===== src/rtl/word_array_ctrl.sv =====
// Sequencer for an array of NAND-latch word cells. It runs one read or write at a time and
// frames each select pulse with a setup cycle before it and a hold cycle after it.
module word_array_ctrl #(
  parameter int unsigned DATA_W    = 8,
  parameter int unsigned ADDR_W    = 3,
  parameter int unsigned NUM_WORDS = 6,
  parameter int unsigned PULSE_CYC = 2
) (
  input  logic                 clk,
  input  logic                 rst_n,
  input  logic                 req_valid,
  output logic                 req_ready,
  input  logic                 req_write,
  input  logic [ADDR_W-1:0]    req_addr,
  input  logic [DATA_W-1:0]    req_wdata,
  output logic                 rsp_valid,
  input  logic                 rsp_ready,
  output logic [DATA_W-1:0]    rsp_rdata,
  output logic                 rsp_err,
  output logic                 arr_op,
  output logic [NUM_WORDS-1:0] arr_sel,
  output logic [DATA_W-1:0]    arr_in_bus,
  input  logic [DATA_W-1:0]    arr_out_bus
);

  localparam int unsigned CntW = (PULSE_CYC > 1) ? $clog2(PULSE_CYC) : 1;
  localparam logic [CntW-1:0] CntReload = CntW'(PULSE_CYC - 1);

  localparam logic [2:0] StIdle   = 3'd0;
  localparam logic [2:0] StSetup  = 3'd1;
  localparam logic [2:0] StAccess = 3'd2;
  localparam logic [2:0] StHold   = 3'd3;
  localparam logic [2:0] StResp   = 3'd4;

  logic [2:0]           state_q, state_d;
  logic                 write_q, write_d;
  logic                 hit_q, hit_d;
  logic [ADDR_W-1:0]    addr_q, addr_d;
  logic [CntW-1:0]      cnt_q, cnt_d;
  logic                 req_ready_d, rsp_valid_d, rsp_err_d, arr_op_d;
  logic [DATA_W-1:0]    rsp_rdata_d, arr_in_bus_d;
  logic [NUM_WORDS-1:0] arr_sel_d, sel_onehot;
  logic                 req_hit;

  assign req_hit = (32'(req_addr) < NUM_WORDS);

  // Out-of-range requests keep hit_q low, so no select line is ever raised for them.
  always_comb begin
    sel_onehot = '0;
    for (int unsigned i = 0; i < NUM_WORDS; i++) begin
      sel_onehot[i] = hit_q && (32'(addr_q) == i);
    end
  end

  always_comb begin
    state_d      = state_q;
    write_d      = write_q;
    hit_d        = hit_q;
    addr_d       = addr_q;
    cnt_d        = cnt_q;
    req_ready_d  = req_ready;
    rsp_valid_d  = rsp_valid;
    rsp_err_d    = rsp_err;
    rsp_rdata_d  = rsp_rdata;
    arr_op_d     = arr_op;
    arr_sel_d    = arr_sel;
    arr_in_bus_d = arr_in_bus;
    case (state_q)
      StIdle: begin
        if (req_valid && req_ready) begin
          state_d      = StSetup;
          write_d      = req_write;
          addr_d       = req_addr;
          hit_d        = req_hit;
          req_ready_d  = 1'b0;
          arr_op_d     = req_write && req_hit;
          arr_in_bus_d = (req_write && req_hit) ? req_wdata : '0;
        end
      end
      StSetup: begin
        state_d   = StAccess;
        cnt_d     = CntReload;
        arr_sel_d = sel_onehot;
      end
      StAccess: begin
        if (cnt_q == '0) begin
          state_d     = StHold;
          arr_sel_d   = '0;
          rsp_rdata_d = (!write_q && hit_q) ? arr_out_bus : '0;
        end else begin
          cnt_d = cnt_q - CntW'(1);
        end
      end
      StHold: begin
        state_d      = StResp;
        rsp_valid_d  = 1'b1;
        rsp_err_d    = !hit_q;
        arr_op_d     = 1'b0;
        arr_in_bus_d = '0;
      end
      StResp: begin
        if (rsp_ready) begin
          state_d     = StIdle;
          rsp_valid_d = 1'b0;
          rsp_err_d   = 1'b0;
          rsp_rdata_d = '0;
          req_ready_d = 1'b1;
        end
      end
      default: begin
        state_d      = StIdle;
        req_ready_d  = 1'b1;
        rsp_valid_d  = 1'b0;
        rsp_err_d    = 1'b0;
        rsp_rdata_d  = '0;
        arr_op_d     = 1'b0;
        arr_sel_d    = '0;
        arr_in_bus_d = '0;
      end
    endcase
  end

  always_ff @(posedge clk or negedge rst_n) begin
    if (!rst_n) begin
      state_q    <= StIdle;
      write_q    <= 1'b0;
      hit_q      <= 1'b0;
      addr_q     <= '0;
      cnt_q      <= '0;
      req_ready  <= 1'b1;
      rsp_valid  <= 1'b0;
      rsp_err    <= 1'b0;
      rsp_rdata  <= '0;
      arr_op     <= 1'b0;
      arr_sel    <= '0;
      arr_in_bus <= '0;
    end else begin
      state_q    <= state_d;
      write_q    <= write_d;
      hit_q      <= hit_d;
      addr_q     <= addr_d;
      cnt_q      <= cnt_d;
      req_ready  <= req_ready_d;
      rsp_valid  <= rsp_valid_d;
      rsp_err    <= rsp_err_d;
      rsp_rdata  <= rsp_rdata_d;
      arr_op     <= arr_op_d;
      arr_sel    <= arr_sel_d;
      arr_in_bus <= arr_in_bus_d;
    end
  end

endmodule

===== config.mk =====
export PLATFORM = sky130hd
export DESIGN_NAME = word_array_ctrl
export DESIGN_NICKNAME = d
export VERILOG_FILES = /design/src/rtl/word_array_ctrl.sv
export SDC_FILE = /design/constraint.sdc
export NUM_CORES = 1
export LEC_CHECK = 0
export CAP_MARGIN = 20
export CELL_PAD_IN_SITES_DETAIL_PLACEMENT = 1
export CELL_PAD_IN_SITES_GLOBAL_PLACEMENT = 1
export CORE_MARGIN = 1
export CORE_UTILIZATION = 35
export DETAILED_ROUTE_END_ITERATION = 6
export PLACE_DENSITY = 0.89
export SYNTH_ARGS = -nofsm -noshare
export SYNTH_HDL_FRONTEND = slang
export SYNTH_SLANG_ARGS = --single-unit

===== constraint.sdc =====
create_clock -name clk -period 1.9 [get_ports clk]
set_input_delay 0.19 -clock clk [delete_from_list [all_inputs] [get_ports clk]]
set_output_delay 0.19 -clock clk [all_outputs]
set_load 0.05 [all_outputs]

* After elaboration in Yosys (flattened, before gate mapping)
Index checks and enable logic that the tools add are counted.
** Operators by class
- Order comparisons :: 1
- Muxes and demuxes :: 23
- Reductions and logical operators :: 26
- Bitwise logic cells :: 5
- Equality and inequality tests :: 12
- Add/sub/neg operators :: 1
** Operators by type and width (number)
- two-way mux 8 bit :: 5
- one-hot mux 8 bit (3 select lines) :: 1
- one-hot mux 6 bit (3 select lines) :: 1
- one-hot mux 8 bit (2 select lines) :: 1
- one-hot mux 3 bit (5 select lines) :: 1
- OR reduction 3 bit :: 5
- == test 3 x 2 -> 1 bit (second input constant) :: 4
- == test 3 bit (second input constant) :: 3
- logical AND 1 bit :: 9
- two-way mux 3 bit :: 3
- one-hot mux 1 bit (3 select lines) :: 3
- AND reduction 3 bit :: 3
- AND reduction 2 bit :: 4
- == test 3 x 1 -> 1 bit (second input constant) :: 2
- zero test 3 bit :: 2
- two-way mux 6 bit :: 1
- != test 2 bit (second input constant) :: 3
- two-way mux 1 bit :: 5
- NOT 1 bit :: 5
- one-hot mux 1 bit (2 select lines) :: 2
- less-than comparator 3 bit (second input constant) :: 1
- zero test 1 bit :: 2
- nonzero test 2 bit :: 1
- subtractor 1 bit (second input constant) :: 1
** Word-level totals
- Input port bits :: 24
- Logic and storage cells :: 80
- Register bits after elaboration :: 35

* Logic depth before layout (Yosys ltp)
- Word-level depth :: 5
- Mapped depth :: 4
- Mapped depth without buffers :: 3

* Worst setup path before layout
No wires, ideal clock.
- Path kind :: register to register
- Start :: register req_ready
- End :: register addr_q[0]
- Data arrival time :: 1.457 ns
- Required time :: 1.775 ns
- Slack :: 0.318 ns
- Stages on the path, launching flop included :: 4
- Clock period less this slack :: 1.582 ns
- Path through :: dfstp_2 > nand2_1 > nor3_4 > mux2_2
** On the way
- Longest elaborated chain between the ends :: 2
** Ends and longest elaborated chain
- from (decl) :: RTL line 12 : output logic req_ready,
- from (signal assigned) :: RTL line 143 : req_ready <= req_ready_d;
- logical AND 1 bit :: RTL line 70 : if (req_valid && req_ready) begin
- AND reduction 2 bit (no line)
- to (signal assigned) :: RTL line 141 : addr_q <= addr_d;
- to (decl) :: RTL line 38 : logic [ADDR_W-1:0] addr_q, addr_d;
Every way passes these cells.
A chain may end at the register's enable or synchronous reset.

* Worst setup path in the final report
- Start :: register arr_sel[1]
- End :: output port arr_sel[1]
** RTL lines
- from (decl) :: RTL line 21 : output logic [NUM_WORDS-1:0] arr_sel,
- from (signal assigned) :: RTL line 148 : arr_sel <= arr_sel_d;
No word-level cell between the ends.

==> summary.md <==
| Metric | Value |
|---|---|
| Drt wl/cell | 16.0 um |
| Routability Congestion | ~0.73 |
| Core area | ~4400 um^2 |
| #FFs+latches synth | 35 |
| Antenna Violating Nets Remaining | 0 |
| CTS Hold Bufs | 0 |
| Power per cell area | 1690 nW/um^2 |
| Vias per cell | between 5 and 6 |
| Die height | 69.6 um |
| Clock Path Buffers | 2 |
| Ys async rst share | between 90% and 100% |
| DRT Pass-1 Iters | 4 |
| IO buf count | 49 |
| Initial antenna violation count | 0 |
| Clk network pwr share | between 15 and 20% |
| Syn_nets | 160 |
| First-pass GRT wire length | between 6000 and 7000 um |
| Filler Cell Count | 478 |
| Switching Power | ~0.0017 W |
| Final worst setup slack | 0.217 ns |
| DR iter-0 viols | 70 |
| Status | finished clean |
| DRC errors left | 0 |
| CP bufs+invs | 1 |
| CP max stage delay | 0.84 ns |
| Die ar. | between 4000 and 5000 um^2 |
| Total grt overflow | 0 |
| Setup TNS | 0 ns |
| Crit path max fanout | 2 |
| Leak pwr | slightly below 1 nW |
| Top-area cell type share of the netlist area | about 53% |
| Unrepaired setup endpoints after global routing | no |
| Synthesized cell area | ~1600 um^2 |
| Worst path slowest cell | clkdlybuf4s50_1 |
| Setup-failing EPs final | 0 |
| Post-synthesis instance total | around 140 |
| Dpl hpwl | between 2000 and 3000 um |
| Internal | 0.00206 W |
| # Max-Cap Violations | 0 |
| Worst r2r src | state_q[0] |
| Sw Share | a little under half |
| Post-synth EDFFs | 0 |
| Clk sink count | 35 |
| Fin crit period | between 1.5 and 2 ns |
| Die width | slightly below 70 um |
| Seq pwr share | a little over a third |
| Reg clk slew, reported paths | 0.07 ns |
| Area growth syn-to-layout | 40.6% |
| Ports | 50 |
| Worst vdd ir | between 0.0008 and 0.0009 V |
| CTS H-tree depth | 2 |
| Predominant post-synthesis flop cell | dfrtp_1 |
| Fin. Hold Viols | 0 |
| Max Slew Vio Count | 0 |
| Vias in the first global route | roughly 1300 |
| Routed wire length | 3890 um |
| Clock Latency Late Sink | just under 0.3 ns |
| Top post-synthesis cells by area | dfrtp_1 53%, a22o_1 6.6%, mux2i_1 5.0% |
| CTS tree | yes |
| Post-synth cell types | 35 |
| Worst EP arrival | approximately 1.5 ns |
| Post-CTS sizing | 0 |
| Worst setup path start | arr_sel[1] |
| Starting Density | around 36% |
| Mean Syn Cell Area | about 12 um^2 |
| Class of the worst hold path | in -> async |
| Max Clk Rate | slightly below 0.6 GHz |
| Period utilisation layout | between 80% and 90% |
| Post-synthesis sequential area ratio | a little over half |
| CP Cell Sequence | clkdlybuf4s50_1 |
| Startpoint Class | register |
| Crit path max-delay family | buffers and inverters |
| Relative slew margins | about three fifths |
| Cell taking the most area after synthesis | dfrtp_1 |
| Ratio of cells with drive above 1 in the final layout | approximately 14% |
| Largest net degree at the start of global routing | 36 |
| Pre-CTS setup slack | 0.268 ns |
| Clock Skews | 0.00271 ns |
| Number of post-CTS setup repair buffers | 0 |
| Setup CP Type | reg -> out |
| Crit path required time | between 1.5 and 2 ns |
| Worst-margin pin slew | 0.575 ns |
| Tot GR Track Use | between 10% and 20% |
| Nets@finish | between 200 and 250 |
| Worst R2R Setup Slack | ~0.26 ns |
| Syn. warnings | 0 |
| Row count | 24 |
| Worst setup EP type | output port |
| Total CTS buffers | 5 |
| CTS root buffer | clkbuf_8 |
| ANT cells | 0 |
| Vias | ~1300 |
| Comb pwr share | between 40% and 50% |
## power by group through the flow
| stage | Combinational [W] | Sequential (W) | Clock [W] |
|---|---|---|---|
| final | 0.00187 | 0.00132 | 0.000599 |
| after global routing | 0.00199 | 0.00138 | 0.000647 |
| after detailed placement | 0.00189 | 0.00133 | 0 |
| after global placement | 0.00184 | 0.00132 | 0 |
| after CTS | 0.00189 | 0.00132 | 0.000612 |
| after floorplan | 0.000776 | 0.00180 | 0 |
## per-layer routing
layer | vias to the layer above | share of wire [%] | GRT usage (%)
li1 | 604 | - | -
met1 | 643 | 45 | 22.5
met2 | 35 | 49 | 27.8
met3 | 4 | 4.3 | 5.23
met4 | 0 | 0.87 | 3.40
met5 | - | 0 | 0
## final timing paths
| check | endpoint | cells after the start |
|---|---|---|
| max | arr_sel[1] | 1 |
| min | rsp_valid | 2 |
| max reg2reg | addr_q[0] | 3 |
| min reg2reg | arr_op | 1 |
| max in group asynchronous | req_ready | 2 |
| min in group clk | arr_op | 1 |
## synthesized netlist by cell type (3+ instances only)
library cell	instances
inv_1	4
a21oi_1	5
mux2_2	6
buf_2	3
dfrtp_1	34
nor2b_1	9
nand2_1	14
nor2_1	4
a22o_1	12
o21ai_0	4
mux2i_1	8
nand4_1	8
## state kept, by name, summed over array words and instances, names as in the netlist
name        count
addr_q          3
state_q         3
cnt_q           1
rsp_err         1
arr_sel         6
arr_in_bus      8
rsp_rdata       8
hit_q           1
arr_op          1
req_ready       1
rsp_valid       1
write_q         1
## kinds of logic after synthesis
| kind of cell | synth area share (%) |
|---|---|
| and+or+nand+nor | 17.3 |
| DFF | 54.9 |
| AOI/OAI and AO/OA | 13.9 |
| muxes | 9.23 |
| buffers and inverters | 3.52 |
| xor gates and xnor gates | 0.548 |
| adders and majority gates | 0.704 |
## cell type report
class | count | area [um^2] | share of cell area [%]
repair buffers | 54 | 526 | 23.4
clock buffers | 8 | 100 | 4.45
inverters | 4 | 15.0 | 0.668
flip-flops and latches | 35 | 877 | 39.0
multi-input cells | 91 | 666 | 29.6
well taps | 52 | 65.1 | 2.89
## through the flow
stage	area, um^2	cells	utilization [%]	hold WS (ns)	total power [W]
after floorplan	1600	136	-	-0.106	0.00258
after global placement	2150	236	49.0	0.471	0.00316
after detailed placement	2150	236	49.0	0.465	0.00322
after CTS	2250	244	51.3	0.325	0.00383
after global routing	2250	244	51.3	0.336	0.00401
final	2250	244	51.3	0.309	0.00380
## cell usage in the layout (no fill, tap or decap), types with 2 or more instances in the layout
cell,instances
inv_1,4
a32o_1,2
a21oi_1,5
clkbuf_8,7
nor2_1,4
mux2i_1,8
mux2_2,6
o21ai_0,4
buf_4,6
clkdlybuf4s50_1,48
nand2_1,14
nand4_1,8
dfrtp_1,34
nor2b_1,9
a22o_1,12
No activity file was read; power rests on OpenSTA's default activity.
